### src/rtl/spi_pkg.sv
// Shared definitions for the SPI master engine: the FSM state encoding,
// the data word width and the chip-select decode.
package spi_pkg;

  localparam int SPI_WORD_W = 32;

  typedef enum logic [2:0] {
    IDLE  = 3'd0,
    SETUP = 3'd1,
    SHIFT = 3'd2,
    HOLD  = 3'd3,
    DONE  = 3'd4
  } state_t;

  // Active-low one-hot select: only the addressed device's bit is low.
  function automatic logic [3:0] cs_decode(input logic [1:0] sel);
    cs_decode = ~(4'b0001 << sel);
  endfunction

endpackage

### src/rtl/spi_clk_gen.sv
// SCLK generator: the half-period counter runs only while enabled. It emits
// one-cycle strobes on the clk_i edge where sclk rises or falls.
module spi_clk_gen #(
  parameter int CLK_DIV = 4
) (
  input  logic clk_i,
  input  logic reset_n_i,
  input  logic en,
  output logic sclk,
  output logic rise_pulse,
  output logic fall_pulse
);

  localparam int CW = (CLK_DIV > 1) ? $clog2(CLK_DIV) : 1;

  logic [CW-1:0] cnt;
  logic          tc;

  assign tc         = en && (cnt == CW'(CLK_DIV - 1));
  assign rise_pulse = tc && !sclk;
  assign fall_pulse = tc && sclk;

  always_ff @(posedge clk_i) begin
    if (!reset_n_i || !en) begin
      cnt  <= '0;
      sclk <= 1'b0;
    end else if (tc) begin
      cnt  <= '0;
      sclk <= ~sclk;
    end else begin
      cnt <= cnt + 1'b1;
    end
  end

endmodule

### src/rtl/spi_master_engine.sv
// 32-bit SPI mode-0 master: runs one full-duplex transfer per start request.
// Defining SPI_LOOPBACK_EN adds loopback_i, which routes mosi back into rx.
//
// state | meaning
// IDLE  | waiting for spi_start_i, all chip selects high
// SETUP | chip select asserted, mosi holds the MSB before the first sclk
// SHIFT | 32 sclk periods, sample on rise, shift out on fall
// HOLD  | chip select still asserted after the last falling edge
// DONE  | result published, waiting for spi_start_i to drop
module spi_master_engine
  import spi_pkg::*;
#(
  parameter int CLK_DIV  = 4,
  parameter int CS_SETUP = 2,
  parameter int CS_HOLD  = 2
) (
  input  logic                  clk_i,
  input  logic                  reset_n_i,
  input  logic [SPI_WORD_W-1:0] spi_dat_i,
  input  logic                  spi_start_i,
  input  logic [1:0]            spi_sel_i,
  output logic [SPI_WORD_W-1:0] spi_dat_o,
  output logic                  spi_done_o,
  output logic                  sclk_o,
  output logic                  mosi_o,
  input  logic                  miso_i,
`ifdef SPI_LOOPBACK_EN
  input  logic                  loopback_i,
`endif
  output logic [3:0]            cs_n_o
);

  localparam int PH_MAX = (CS_SETUP > CS_HOLD) ? CS_SETUP : CS_HOLD;
  localparam int PW     = $clog2(PH_MAX + 1);

  state_t                state;
  logic [SPI_WORD_W-1:0] tx;
  logic [SPI_WORD_W-1:0] rx;
  logic [1:0]            sel;
  logic [5:0]            bit_cnt;
  logic [PW-1:0]         ph_cnt;
  logic                  rise_pulse;
  logic                  fall_pulse;
  logic                  sample;

  // mosi is the MSB of the tx shift register, so it is registered by construction.
  assign mosi_o = tx[SPI_WORD_W-1];

`ifdef SPI_LOOPBACK_EN
  logic lb;
  assign sample = lb ? mosi_o : miso_i;
`else
  assign sample = miso_i;
`endif

  spi_clk_gen #(.CLK_DIV(CLK_DIV)) u_clk_gen (
    .clk_i      (clk_i),
    .reset_n_i  (reset_n_i),
    .en         (state == SHIFT),
    .sclk       (sclk_o),
    .rise_pulse (rise_pulse),
    .fall_pulse (fall_pulse)
  );

  always_ff @(posedge clk_i) begin
    if (!reset_n_i) begin
      state      <= IDLE;
      tx         <= '0;
      rx         <= '0;
      sel        <= '0;
      bit_cnt    <= '0;
      ph_cnt     <= '0;
      cs_n_o     <= 4'hF;
      spi_dat_o  <= '0;
      spi_done_o <= 1'b0;
`ifdef SPI_LOOPBACK_EN
      lb         <= 1'b0;
`endif
    end else begin
      case (state)
        IDLE: begin
          if (spi_start_i) begin
            tx      <= spi_dat_i;
            sel     <= spi_sel_i;
            bit_cnt <= '0;
            ph_cnt  <= PW'(CS_SETUP);
            state   <= SETUP;
`ifdef SPI_LOOPBACK_EN
            lb      <= loopback_i;
`endif
          end
        end
        SETUP: begin
          // Select goes low one cycle after the latch; setup is timed from there.
`ifdef SPI_LOOPBACK_EN
          cs_n_o <= lb ? 4'hF : cs_decode(sel);
`else
          cs_n_o <= cs_decode(sel);
`endif
          if (ph_cnt == '0) state  <= SHIFT;
          else              ph_cnt <= ph_cnt - 1'b1;
        end
        SHIFT: begin
          if (rise_pulse) rx <= {rx[SPI_WORD_W-2:0], sample};
          if (fall_pulse) begin
            tx      <= {tx[SPI_WORD_W-2:0], 1'b0};
            bit_cnt <= bit_cnt + 1'b1;
            if (bit_cnt == 6'd31) begin
              ph_cnt <= PW'(CS_HOLD - 1);
              state  <= HOLD;
            end
          end
        end
        HOLD: begin
          if (ph_cnt == '0) begin
            cs_n_o     <= 4'hF;
            spi_dat_o  <= rx;
            spi_done_o <= 1'b1;
            state      <= DONE;
          end else begin
            ph_cnt <= ph_cnt - 1'b1;
          end
        end
        DONE: begin
          if (!spi_start_i) begin
            spi_done_o <= 1'b0;
            state      <= IDLE;
          end
        end
        default: begin
          cs_n_o     <= 4'hF;
          spi_done_o <= 1'b0;
          state      <= IDLE;
        end
      endcase
    end
  end

endmodule

### config.mk
export PLATFORM = sky130hd
export DESIGN_NAME = spi_master_engine
export DESIGN_NICKNAME = d
export VERILOG_FILES = /design/src/rtl/spi_pkg.sv /design/src/rtl/spi_clk_gen.sv /design/src/rtl/spi_master_engine.sv
export SDC_FILE = /design/constraint.sdc
export NUM_CORES = 1
export LEC_CHECK = 0
export ABC_AREA = 1
export ABC_CLOCK_PERIOD_IN_PS = 1900
export BUFFER_PORTS_ARGS = -buffer_cell sky130_fd_sc_hd__buf_2
export CAP_MARGIN = 10
export CELL_PAD_IN_SITES_DETAIL_PLACEMENT = 0
export CELL_PAD_IN_SITES_GLOBAL_PLACEMENT = 2
export CORE_AREA = 2 2 143 145
export DETAILED_ROUTE_END_ITERATION = 8
export DIE_AREA = 0 0 145 147
export PLACE_DENSITY_LB_ADDON = 0.1
export SLEW_MARGIN = 20
export SYNTH_ARGS = -nofsm -noshare
export SYNTH_HDL_FRONTEND = slang
export SYNTH_HIERARCHICAL = 1
export SYNTH_SLANG_ARGS = --single-unit
export TNS_END_PERCENT = 30
### constraint.sdc
create_clock -name clk_i -period 1.9 [get_ports clk_i]
set_input_delay 0 -clock clk_i [delete_from_list [all_inputs] [get_ports clk_i]]
set_output_delay 0 -clock clk_i [all_outputs]
set_load 0.01 [all_outputs]
==> summary.md, run 1 <==
| Metric | Value |
|---|---|
| Status | `completed` |
| Worst slew pin tran | `0.407 ns` |
| Fin cells | `roughly 1100` |
| Layout Nets | `831` |
| Async SR Flop Fraction | `0%` |
| Worst R2R Start | `state[2]` |
| R2R Path End | `tx[8]` |
| Die ar. | `21300 µm²` |
| Overall Global Routing Usage | `roughly an eighth` |
| Cts bufs inserted | `17` |
| Synthesis-stage register bit count | `~120` |
| Die X | `about 150 µm` |
| Critical path class | `flip-flop to flip-flop` |
| ANT cells | `0` |
| Synth cell types | `20` |
| Port buffer count | `76` |
| Top post-synthesis cells by area | `dfxtp_1, nand2_1, a21oi_1` |
| Hold Path End | `sel[0]` |
| Count leader, synth | `nand2_1` |
| Crit Path Max Fanout | `19` |
| Met2 routed WL | `about 6500 µm` |
| PD cells | `between 1000 and 1500 nW/µm²` |
| Placed Cells incl. Taps | `between 900 and 1000` |
| Area of the mapped netlist | `a little under 5000 µm²` |
| Sequential share of the synthesized area | `between 40 and 50%` |
| Hold Path Depth | `3` |
| Row count | `52` |
| DRC | `0` |
| Post-synth top cells | `nand2_1, dfxtp_1, nor2_1` |
| Endpoints failing hold | `0` |
| Syn Area/Cell | `around 7.2 µm²` |
| Clock skew | `0.00796 ns` |
| Worst path bufs/invs | `3` |
| R2r setup slk | `approximately 0.10 ns` |
| Largest net degree at the start of global routing | `71` |
| Syn Inst Count | `between 600 and 700` |
| Period utilization | `a little over nine tenths` |
| Overall power | `around 0.0088 W` |
| Hold_sp | `spi_start_i` |
| Crit path max-delay cell type | `dfxtp_4` |
| ANT nets after route | `0` |
| Syn. warnings | `6` |
| Initial Utilization | `approximately 24%` |
| Gpl congestion | `0.760` |
| Post-synth top area share | `around half` |
| Vias per cell | `between 4 and 5` |
| Worst skew pair latency | `about 0.4 ns` |
| Final Critical Period | `around 1.8 ns` |
| Max-cap violations | `0` |
| Root Driver | `clkbuf_16` |
| Syn Nets | `around 720` |
| Peak VDD IR | `around 0.54 mV` |
| Drt pass-1 iters | `4` |
| Top_reg_cell synth | `dfxtp_1` |
| Max incr delay on CP | `approximately 0.35 ns` |
| WL per Instance | `roughly 13 µm` |
| Initial DRC Count | `257` |
| Critical Path Most Common Cell | `nor2_4` |
| Die H | `between 100 and 150 µm` |
| Worst-path clk slew | `0.05 ns` |
| Layout cells sized above 1 | `about a fifth` |
| CTS Sinks | `between 100 and 150` |
| Placeable Area | `19800 µm²` |
| Global route overflow | `0` |
| Worst Reg-to-Reg Cells | `12` |
| Worst setup EP type | `flip-flop` |
| Via count | `between 4000 and 5000` |
| Number of global-route vias before repair | `between 4000 and 5000` |
| Wl on met1 | `6630 µm` |
| I/O pin count | `77` |
| CP Cell Sequence | `nor2_4 > inv_4 > nor2_8 > nand2_4 > nor2_4 > inv_1 > nand3_2 > nand2_4 > nor2_4 > clkbuf_16 > o21ai_0 > nor2_1` |
| Final Max Slew Viols | `0` |
| WHS | `around 0.029 ns` |
| Dpl cell area | `roughly 5500 µm²` |
| Critical path depth in cells | `12` |
| Clk buf depth | `2` |
| Leakage | `approximately 2.8 nW` |
| Number of synthesized flops with an enable pin | `0` |
| Family with the most delay on the worst path | `simple AND/OR/NAND/NOR gates` |
| Design area | `between 6000 and 7000 µm²` |
| Initial antenna violation count | `0` |
| TritonCTS clock tree | `yes` |
| Met3 WL | `between 400 and 500 µm` |
| Global-route wire length before repair | `around 22000 µm` |
| Dpl hpwl | `8190 µm` |
| Fmax | `557 MHz` |
| Biggest area consumer among synthesized cells | `dfxtp_1` |
| Total Routed Length | `roughly 14000 µm` |
| Synth-to-Final Area Change | `36.3%` |
| Worst endpoint data arrival time | `2.13 ns` |
| CP startpoint kind | `flip-flop` |
| H-tree levels | `4` |
| HP Class | `primary input to flip-flop` |
| CP required | `2.23 ns` |
| Worst slew margin | `between 70 and 80%` |
| Final setup violation count | `0` |
| Max Used Layer | `met4` |
==> layout make-up <==
class / count / area, µm²
Clock buffer: 20 / 467
Clock inverter: 11 / 125
Fill cell: 2148 / 13200
Inverter: 27 / 104
Multi-Input combinational cell: 488 / 2200
Sequential cell: 117 / 2350
Tap cell: 270 / 338
Timing Repair Buffer: 139 / 1040
==> sequential cells by signal, summed over array words and instances (netlist names) <==
signal	flops
rx	32
spi_dat_o	32
tx	32
bit_cnt	6
cs_n_o	4
state	3
ph_cnt	2
sel	2
u_clk_gen/cnt	2
spi_done_o	1
u_clk_gen/sclk	1
==> placed cells by master, fill, tap and decap left out, types with 4 or more instances in the layout <==
cell           netlist  layout
a21oi_1             78      78
buf_2               14      76
buf_4                4      20
clkbuf_16            0      20
clkinvlp_4           0       5
dfxtp_1            117     115
dlygate4sd3_1        0      37
inv_1               24      22
inv_2                3       4
nand2_1            199     198
nand3_1             74      73
nor2_1              79      78
nor2_4               1       4
nor3_1               6       6
o21ai_0             36      36
==> what timing repair did <==
item,4_1_cts,5_1_grt
gates resized for setup,0,8
setup buffers,0,4
endpoints found under the hold margin,39,0
endpoints found under the setup margin,0,39
hold buffers,37,0
==> per-layer routing <==
metal  up-vias  global-route usage, %
met5         -                      0
met4         0                   3.42
met1      2101                   16.5
li1       2413                      -
met3         8                   3.35
met2        67                   21.4
==> worst reg2reg max path, cell delays in order (launching register included) <==
cell       delay [ns]
dfxtp_4          0.35
nor2_4           0.13
inv_4            0.07
nor2_8           0.09
nand2_4          0.07
nor2_4           0.12
inv_1            0.06
nand3_2          0.08
nand2_4          0.07
nor2_4           0.24
clkbuf_16        0.24
o21ai_0          0.09
nor2_1           0.12
==> stage by stage <==
step | setup TNS (ns) | setup WS, ns | util (%)
after floorplan | -0.566 | -0.0337 | -
after global placement | 0 | 0.117 | 27.8
after detailed placement | 0 | 0.0719 | 27.8
after CTS | 0 | 0.0574 | 32.6
after global routing | -0.000283 | -0.000283 | 33.3
final | 0 | 0.105 | 33.3
==> where the power goes <==
group / leakage [nW] / switching (W) / internal [W] / total (W)
logic: 1.55 / 0.00161 / 0.000960 / 0.00257
clock network: 0.277 / 0.00117 / 0.00203 / 0.00320
registers: 0.953 / 0.000201 / 0.00286 / 0.00306
total: 2.78 / 0.00298 / 0.00585 / 0.00883
==> kinds of logic (layout without fill, tap and decap cells) <==
family / Yosys count / count (layout) / synth area share, %
compound gates: 116 / 116 / 12.0
fa+ha+maj: 3 / 3 / 0.773
flops: 117 / 117 / 48.2
simple gates: 369 / 369 / 31.5
buf+inv: 72 / 197 / 7.47
==> how the worst max path moves through the flow <==
stage	startpoint	endpoint	slack, ns
2_1_floorplan	state[0]	tx[21]	-0.03
3_3_place_gp	state[2]	tx[21]	0.12
3_5_place_dp	state[0]	tx[27]	0.07
4_1_cts	state[0]	tx[11]	0.06
5_1_grt	state[2]	tx[8]	-0.0003
6_report	state[2]	tx[8]	0.10
(Power assumes the default switching activity.)
==> run 2, diff against run 1 <==
--- a/config.mk
+++ b/config.mk
@@ -11,9 +11,9 @@
 export CAP_MARGIN = 10
 export CELL_PAD_IN_SITES_DETAIL_PLACEMENT = 0
 export CELL_PAD_IN_SITES_GLOBAL_PLACEMENT = 2
-export CORE_AREA = 2 2 143 145
+export CORE_AREA = 2 2 183 113
 export DETAILED_ROUTE_END_ITERATION = 8
-export DIE_AREA = 0 0 145 147
+export DIE_AREA = 0 0 185 115
 export PLACE_DENSITY_LB_ADDON = 0.1
 export SLEW_MARGIN = 20
 export SYNTH_ARGS = -nofsm -noshare
==> run 2 against run 1 <==
  * Critical path depth rose by 1
  * Non-clock buffer count fell by 6
  * First-iteration DRC count rose by 15%
  * Cell count fell by 0.19%
  * Clock-buffer cell count did not move
  * Critical path type unchanged
  * Total power rose by 3.1%
  * Via count fell by 0.74%
  * Cell area barely moved
  * Clock skew rose by 0.0025 ns
  * Fmax rose by 1.9%
  * Setup slack improved by 0.033 ns
==> summary.md, run 2 (synthesized netlist as in run 1, its figures left out) <==
| Metric | Value |
|---|---|
| Status | `completed (unchanged)` |
| Period utilization | `92.7% (was 94.5%)` |
| HP Class | `primary input to flip-flop (unchanged)` |
| Largest regs | `rx: 32 flops, spi_dat_o: 32 flops, tx: 32 flops (unchanged)` |
| DRC | `0 (unchanged)` |
| # fillers | `2156 (was 2148)` |
| Dpl hpwl | `8430 µm (was 8190 µm)` |
| Number of global-route vias before repair | `4443 (was 4327)` |
| CTS Sinks | `117 (unchanged)` |
| Commonest non-fill, non-tap cell in the layout | `nand2_1 (unchanged)` |
| Clock skew | `0.0104 ns (was 0.00796 ns)` |
| CP required | `2.24 ns (was 2.23 ns)` |
| Row count | `40 (was 52)` |
| Worst-path clk slew | `0.06 ns (was 0.05 ns)` |
| Worst slew pin tran | `0.361 ns (was 0.407 ns)` |
| Largest net degree at the start of global routing | `74 (was 71)` |
| Synth-to-Final Area Change | `36.4% (was 36.3%)` |
| Global-route wire length before repair | `23400 µm (was 22200 µm)` |
| Worst endpoint data arrival time | `2.10 ns (was 2.13 ns)` |
| Die ar. | `21300 µm² (about the same)` |
| Layout Nets | `825 (was 831)` |
| Leakage | `2.77 nW (was 2.78 nW)` |
| Root Driver | `clkbuf_16 (unchanged)` |
| Port buffer count | `76 (unchanged)` |
| Via count | `4555 (was 4589)` |
| Overall Global Routing Usage | `14.0% (was 12.8%)` |
| Placeable Area | `19600 µm² (was 19800 µm²)` |
| Fmax | `568 MHz (was 557 MHz)` |
| I/O pin count | `77 (unchanged)` |
| Max-cap violations | `0 (unchanged)` |
| Global route overflow | `0 (unchanged)` |
| Crit Path Max Fanout | `13 (was 19)` |
| Die H | `115 µm (was 147 µm)` |
| Gpl congestion | `0.732 (was 0.760)` |
| Vias per cell | `4.26 (was 4.28)` |
| Initial antenna violation count | `0 (unchanged)` |
| Final Max Slew Viols | `0 (unchanged)` |
| Clk buf depth | `2 (unchanged)` |
| WHS | `0.0319 ns (was 0.0285 ns)` |
| PD cells | `1380 nW/µm² (was 1340 nW/µm²)` |
| Worst setup EP type | `flip-flop (unchanged)` |
| Worst R2R Start | `state[2] (unchanged)` |
| Die X | `185 µm (was 145 µm)` |
| Initial Utilization | `24.7% (was 24.5%)` |
| Placed Cells incl. Taps | `995 (was 997)` |
| WL per Instance | `13.3 µm (was 12.7 µm)` |
| CP startpoint kind | `flip-flop (unchanged)` |
| H-tree levels | `4 (unchanged)` |
| ANT cells | `0 (unchanged)` |
| Cts bufs inserted | `17 (unchanged)` |
| TritonCTS clock tree | `yes (unchanged)` |
| Drt pass-1 iters | `5 (was 4)` |
| Initial DRC Count | `295 (was 257)` |
| Final setup violation count | `0 (unchanged)` |
| Total Routed Length | `14200 µm (was 13600 µm)` |
| Hold_sp | `spi_start_i (unchanged)` |
| Peak VDD IR | `0.912 mV (was 0.540 mV)` |
| Final Critical Period | `1.76 ns (was 1.80 ns)` |
| Worst slew margin | `75.9% (was 72.9%)` |
| Place WS | `0.00772 ns (was 0.0719 ns)` |
| Post-layout util | `33.7% (was 33.3%)` |
| Critical path class | `flip-flop to flip-flop (unchanged)` |
| Fin cells | `1070 (was 1072)` |
| Worst skew pair latency | `0.41 ns (about the same)` |
| Endpoints failing hold | `0 (unchanged)` |
| Worst Setup SP | `state[2] (unchanged)` |
| ANT nets after route | `0 (unchanged)` |
| Layout cells sized above 1 | `18.2% (was 19.0%)` |
| Commonest cells after routing, fill and taps aside | `nand2_1, dfxtp_1, nor2_1, a21oi_1, buf_2 (unchanged)` |
| Final Worst Setup Slack | `0.138 ns (was 0.105 ns)` |
==> run 2: final cells by class <==
type	instances	area [µm²]	share of cell area, %
clock buffer	20	457	6.90
sequential	117	2340	35.4
clock inverter	12	178	2.68
multi-input combinational	488	2190	33.1
inverter	27	106	1.61
timing repair buffer	133	1000	15.2
tap	273	342	5.16
==> run 2: layer usage <==
metal	share of wire, %	global-route usage, %	vias to the layer above
met1	55	20.5	2042
met2	40	20.0	88
li1	-	-	2414
met4	1.2	5.13	0
met3	4.0	3.20	11
met5	0	0	-
==> run 2: worst max-delay path, stage by stage, from the launching register on <==
cell and delay (ns):
dfxtp_2 0.34, nor2_4 0.15, inv_4 0.07, nor2_8 0.12, nand2_2 0.09, nor2_4 0.10, inv_1 0.05, nand3_1 0.08
nand2_2 0.09, nor2_4 0.11, buf_6 0.14, clkbuf_16 0.17, o21ai_0 0.07, nor2_1 0.11
==> run 2: stage by stage <==
stage / setup TNS (ns) / cell area [µm²] / total power, W
after floorplan: -0.566 / 4880 / 0.00482
after global placement: 0 / 5520 / 0.00540
after detailed placement: 0 / 5520 / 0.00541
after CTS: 0 / 6530 / 0.00904
after global routing: -0.00610 / 6620 / 0.00972
final: 0 / 6620 / 0.00911
==> run 2: where the power goes <==
part	leakage [nW]	total [W]	switching [W]	internal (W)
Clock	0.310	0.00346	0.00120	0.00227
Combinational	1.51	0.00257	0.00164	0.000929
Sequential	0.953	0.00307	0.000206	0.00286
==> run 2: worst paths after layout <==
path | slack [ns] | cells after the start | to
worst max-delay path | 0.14 | 13 | tx[2]
worst min-delay path | 0.03 | 5 | state[2]
worst max register to register | 0.14 | 13 | tx[2]
worst min register to register | 0.43 | 1 | u_clk_gen/cnt[0]
==> run 2: timing repair <==
item                                    4_1_cts  5_1_grt
gates resized for setup                       1        8
hold buffers                                 37        0
pin swaps                                     0        4
cloned                                        0        1
endpoints found under the hold margin        39        0
endpoints found under the setup margin        1       37
setup buffers                                 0        5
